**src/rtl/ctrl_incdec_seq.sv**
```systemverilog
// ctrl_incdec_seq: sequential +/-1 adjuster for exponent fields.
// Works through the operand CHUNK bits per clock and stops as soon as the
// carry (increment) or borrow (decrement) dies out.
// Optional build macro: CTRL_INCDEC_SATURATE_EN clamps an overflow to all
// ones and an underflow to zero instead of wrapping.
module ctrl_incdec_seq #(
  parameter int WIDTH = 8,
  parameter int CHUNK = 2
) (
  input  logic             clk,
  input  logic             rst_n,
  input  logic             in_valid,
  output logic             in_ready,
  input  logic             en,
  input  logic             dec,
  input  logic [WIDTH-1:0] z,
  output logic             out_valid,
  input  logic             out_ready,
  output logic [WIDTH-1:0] out,
  output logic             ovf,
  output logic             unf,
  output logic             busy
);

  localparam int NCH = WIDTH / CHUNK;
  localparam int KW  = (NCH > 1) ? $clog2(NCH) : 1;
  localparam logic [KW-1:0] KLAST = KW'(NCH - 1);

  typedef enum logic [1:0] {
    S_IDLE,
    S_RUN,
    S_DONE
  } state_t;

  state_t           state;
  logic [WIDTH-1:0] work;
  logic [KW-1:0]    k;
  logic             carry;
  logic             dec_q;

  int               lo;
  logic [CHUNK-1:0] cur;
  logic [CHUNK:0]   step;

  // Adds or subtracts the incoming carry on one chunk; the top bit of the
  // result is the carry-out (inc) or borrow-out (dec).
  function automatic logic [CHUNK:0] chunk_step(input logic [CHUNK-1:0] c,
                                                input logic cin,
                                                input logic d);
    logic [CHUNK:0] ext;
    logic [CHUNK:0] cx;
    ext = {1'b0, c};
    cx  = {{CHUNK{1'b0}}, cin};
    if (d) chunk_step = ext - cx;
    else   chunk_step = ext + cx;
  endfunction

`ifdef CTRL_INCDEC_SATURATE_EN
  // Clamp value once the carry/borrow runs off the MSB: Inf pattern or zero.
  function automatic logic [WIDTH-1:0] sat_value(input logic d);
    sat_value = d ? '0 : '1;
  endfunction
`endif

  // Ready depends on state only; forced low while reset is held.
  assign in_ready = rst_n && (state == S_IDLE);
  assign out      = work;

  // Select the chunk being worked on and compute its adjusted value.
  always_comb begin
    lo   = int'(k) * CHUNK;
    cur  = work[lo +: CHUNK];
    step = chunk_step(cur, carry, dec_q);
  end

  // Control FSM with registered outputs; the working register doubles as out.
  always_ff @(posedge clk or negedge rst_n) begin
    if (!rst_n) begin
      state     <= S_IDLE;
      work      <= '0;
      k         <= '0;
      carry     <= 1'b0;
      dec_q     <= 1'b0;
      out_valid <= 1'b0;
      ovf       <= 1'b0;
      unf       <= 1'b0;
      busy      <= 1'b0;
    end else begin
      case (state)
        S_IDLE: begin
          if (in_valid) begin
            work      <= z;
            dec_q     <= dec;
            k         <= '0;
            carry     <= 1'b1;
            ovf       <= 1'b0;
            unf       <= 1'b0;
            out_valid <= 1'b0;
            if (en) begin
              state <= S_RUN;
              busy  <= 1'b1;
            end else begin
              // Pass-through: out_valid rises on the following edge.
              state <= S_DONE;
            end
          end
        end
        S_RUN: begin
          work[lo +: CHUNK] <= step[CHUNK-1:0];
          carry             <= step[CHUNK];
          if (!step[CHUNK]) begin
            // Carry died: higher chunks are untouched and already correct.
            state     <= S_DONE;
            busy      <= 1'b0;
            out_valid <= 1'b1;
          end else if (k == KLAST) begin
            ovf <= !dec_q;
            unf <= dec_q;
`ifdef CTRL_INCDEC_SATURATE_EN
            work <= sat_value(dec_q);
`endif
            state     <= S_DONE;
            busy      <= 1'b0;
            out_valid <= 1'b1;
          end else begin
            k <= k + 1'b1;
          end
        end
        S_DONE: begin
          if (!out_valid) begin
            out_valid <= 1'b1;
          end else if (out_ready) begin
            out_valid <= 1'b0;
            state     <= S_IDLE;
          end
        end
        default: begin
          state     <= S_IDLE;
          out_valid <= 1'b0;
          busy      <= 1'b0;
        end
      endcase
    end
  end

endmodule
```
**config.mk**
```make
export PLATFORM = sky130hd
export DESIGN_NAME = ctrl_incdec_seq
export DESIGN_NICKNAME = d
export VERILOG_FILES = /design/src/rtl/ctrl_incdec_seq.sv
export SDC_FILE = /design/constraint.sdc
export NUM_CORES = 1
export LEC_CHECK = 0
export BUFFER_PORTS_ARGS = -buffer_cell sky130_fd_sc_hd__buf_4
export CAP_MARGIN = 20
export CORE_AREA = 2 2 73 75
export CTS_CLUSTER_DIAMETER = 60
export CTS_CLUSTER_SIZE = 20
export DETAILED_ROUTE_END_ITERATION = 6
export DIE_AREA = 0 0 75 77
export PLACE_DENSITY = 0.5
export SLEW_MARGIN = 0
export SYNTH_ARGS = -nofsm -noshare
export SYNTH_HDL_FRONTEND = slang
export SYNTH_SLANG_ARGS = --single-unit
```
**constraint.sdc**
```tcl
create_clock -name clk -period 5.77 [get_ports clk]
set_input_delay 1.154 -clock clk [delete_from_list [all_inputs] [get_ports clk]]
set_output_delay 1.154 -clock clk [all_outputs]
set_load 0.01 [all_outputs]
```
-- Yosys cells after proc, flatten, opt, wreduce, memory -nomap -nowiden
Cells that the tools add are included.
- add/sub/neg operators: 4
- reduce and logical (&&, ||, !) cells: 11
- mux-type cells: 34
- equality and inequality tests: 11
- bitwise gates (word level): 1
- shifts and indexed selects: 3
- operator list (cell ; number):
    3-bit negation with 33-bit output ; 1
    2-bit by 33-bit variable shift with 8-bit output, first input constant ; 1
    2-bit by 33-bit variable part select with 8-bit output ; 1
    2-bit 2-to-1 mux ; 9
    8-bit one-hot mux with 2 select lines ; 1
    4-bit AND reduction ; 4
    1-bit 2-to-1 mux ; 14
    2-bit inequality test, second input constant ; 7
    8-bit bitwise mux ; 1
    8-bit 2-to-1 mux ; 1
    8-bit by 4-bit variable part select with 2-bit output ; 1
    1-bit one-hot mux with 2 select lines ; 3
    1-bit one-hot mux with 3 select lines ; 2
    2-bit one-hot mux with 3 select lines ; 1
    2-bit AND reduction ; 3
    2-bit equality test, second input constant ; 2
    2-bit one-hot mux with 2 select lines ; 1
    2-bit by 1-bit adder with 3-bit output ; 1
    3-bit 2-to-1 mux ; 1
    3-bit inequality test, second input constant ; 1
    2-bit by 1-bit subtractor with 3-bit output ; 1
    2-bit by 1-bit adder with 2-bit output, second input constant ; 1
    2-bit by 1-bit equality test with 1-bit output, second input constant ; 1
    2-bit zero test ; 1
    other kinds (4) ; 4
- register bits: 18
- bits of input ports: 14
- output and inout port bits: 13
- word-level logic and storage cells: 73

-- Longest topological paths before layout
- word-level depth: 6
- depth in mapped cells: 8
- depth with buffers taken out: 8

-- Worst setup path before layout
OpenSTA, ideal clock, no wires.
- path type: input to output
- from: in rst_n
- to: out in_ready
- path buffers: 0
- stages on the path: 1
- data required time: 4.616 ns
- arrival: 1.319 ns
- setup slack: 3.297 ns
- path through: and2_1
- cells in the longest elaborated chain, start to end: 1
- RTL lines (what ; line ; text):
    start, declared ; 11 ; input logic rst_n,
    1-bit logical AND ; 66 ; assign in_ready = rst_n && (state == S_IDLE);
    end, declared ; 13 ; output logic in_ready,
No other way between the ends.

-- Final worst setup path
Ends and elaborated chain as after synthesis.

==> metrics.txt <==
maxcap violations=0; Ys Warns=0; CTS Hold Bufs=0; DRT Pass-1 Iters=4; critical path data arrival time=1670 ps; Worst path max stage delay=240 ps; Crit. End Element=primary output; post-synthesis cell area=1200 µm²; Avg Cell Area, Syn=10.1 µm²; clock latency on the worst-skew pair=260 ps; Clock Tree Root=clkbuf_8; Post-Route WL=2.93 mm; syn nets=141; Final Max Tran Viols=0; antenna-violating nets left=0; worst-margin pin slew=779 ps; global-route wire length before repair=4.95 mm; Crit-path slowest cell=buf_4; CTS tree=yes; RSZ-0062 raised after global routing=no; Area growth, synth to finish=27.5%; Hold Path Origin=ovf; # H-tree levels=1; placed cells=212; Leakage=0.696 nW; fraction of layout cells with a size suffix above 1=28.8%; FP Rows=26; I/O Pins=27; initial antenna violation count=0; outcome=completed; fin nets=170; minimum hold slack=489 ps; Routability Congestion=0.764; cell count after synthesis=118; CP max FO=19; Clock Tree Buf Depth=2; Reg2Reg Depth=8; CP dominant cell by count=buf_4; # diodes=0; largest net degree at the start of global routing=22; Relative slew margins=48.0%; Max rail drop VDD=0.108 mV; hold worst-path end=ovf; crit-path cells=buf_4 -> and2_1 -> buf_4; Place WS=2910 ps; Hold Crit Class=reg -> reg; R2R Path End=k[0]; total CTS buffers=3; Critical Path RT=4620 ps; DRT iter0 DRCs=13; Layout Cells excl Fill=216; total power=741 µW; Synth cell types=42; Main synth FF type=dfrtp_1; final period utilization=49.0%; vias in the first global route=1,047; Die ar.=5780 µm²; GRT overflow=0; DP Wirelength=2.27 mm; setup bufs post-CTS=0; R2R setup slack=3270 ps; die width=75 µm; Avg WL per Cell=13.6 µm; startpoint types=primary input; worst hold stages=1; number of fill cells=516; Final WS setup=2940 ps; Pwr Density=486 nW/µm²; kind of critical path=in -> out; vias post-DR=1,007; post_cts resized=0; CTS Sinks=18; Final TNS setup=0 ps; Yosys reg bits=18; sequential-to-total area share from yosys stat=37.7%; Reg clk slew, reported paths=70 ps; R2R Path Start=k[0]; Total GRT Usage=10.9%; minimum clock period=2830 ps; initial core utilization=24.0%; core region area=4980 µm²; final setup fails=0; Max Clk Rate=0.354 GHz; clock skew=4.15 ps; IO Port Bufs=26; Post-synth EDFFs=0; DRC errors left=0; vias per inst=4.66; Fin. Hold Viols=0; ys async rst share=100%; Die Ht=77 µm
-- final cells by class --
class	instances	area [µm²]	share of cell area, %
multi-input cells	80	669	43.9
repair buffers	26	195	12.8
well taps	70	87.6	5.74
flip-flops and latches	18	450	29.5
clock buffers	4	55.1	3.61
inverters	18	67.6	4.43
-- registers in the layout, indices dropped and copies added, names as in the netlist --
name / cells
busy: 1
carry: 1
dec_q: 1
k: 2
out: 8
out_valid: 1
ovf: 1
state: 2
unf: 1
-- per-stage QoR --
step                util (%)  cell area [µm²]
finish                  30.6             1530
global route            30.6             1530
detailed placement      29.5             1470
CTS                     30.6             1530
global placement        29.5             1470
floorplan                  -             1200
-- synthesized netlist by cell type, drive strengths merged, types with 2 or more instances --
| library cell | instances | share of area, % |
|---|---|---|
| a21o | 2 | 1.3 |
| a21oi | 3 | 1.3 |
| a31oi | 2 | 1.0 |
| and2 | 2 | 1.0 |
| and2b | 2 | 1.5 |
| dfrtp | 18 | 38 |
| ha | 8 | 8.4 |
| inv | 18 | 5.6 |
| mux2 | 2 | 2.2 |
| mux4 | 2 | 3.8 |
| nand2 | 4 | 1.5 |
| nand2b | 6 | 3.8 |
| nand4 | 3 | 1.6 |
| nor2 | 8 | 2.5 |
| nor2b | 2 | 1.0 |
| nor4 | 2 | 1.0 |
| o21a | 6 | 3.8 |
| o21ai | 3 | 1.3 |
| o221ai | 6 | 4.4 |
| o2bb2ai | 2 | 1.5 |
-- per-layer routing --
layer	wire, µm	up-vias	track usage [%]
met4	54	0	4.64
li1	-	474	-
met2	1640	11	19.1
met5	0	-	0
met3	34	6	1.05
met1	1200	516	13.1
-- power breakdown --
part	leakage, nW	internal [mW]	total, mW	switching [mW]
clock	0.0288	0.0608	0.107	0.0467
combinational	0.449	0.198	0.412	0.214
sequential	0.218	0.175	0.221	0.0469
total	0.696	0.433	0.741	0.307
-- layout by cell type, fill, tap and decap left out, types with 3 or more instances in the layout --
cell type / Yosys / layout
a21oi_1: 3 / 3
buf_4: 0 / 26
clkbuf_8: 0 / 4
dfrtp_1: 18 / 18
ha_1: 8 / 8
inv_1: 17 / 17
nand2_1: 3 / 3
nand2b_1: 5 / 5
nand4_1: 3 / 3
nor2_1: 8 / 8
o21a_1: 6 / 6
o21ai_0: 3 / 3
o221ai_1: 6 / 6
-- cells by family (layout without fill, tap and decap cells) --
family	count (synthesis)	after routing	share of synthesized area, %
AOI/OAI and AO/OA	32	32	21.0
xor gates and xnor gates	1	1	1.36
adders and majority gates	9	9	10.0
buffers and inverters	20	48	6.38
DFF	18	18	37.7
muxes	5	5	7.11
and+or+nand+nor	33	33	16.4
-- critical path, delay by kind of cell --
| family | cells | cell delay [ps] |
|---|---|---|
| buffers and inverters | 2 | 350 |
| AND/OR/NAND/NOR | 1 | 160 |
-- how the worst max path moves through the flow --
stage / end / slack, ps / start / depth (start not counted)
after global placement: in_ready / 2930 / rst_n / 3
after CTS: in_ready / 2910 / rst_n / 3
after floorplan: in_ready / 3300 / rst_n / 1
after detailed placement: in_ready / 2910 / rst_n / 3
final: in_ready / 2940 / rst_n / 3
after global routing: in_ready / 2880 / rst_n / 3
Note: power is estimated with default switching activity, not from simulation.
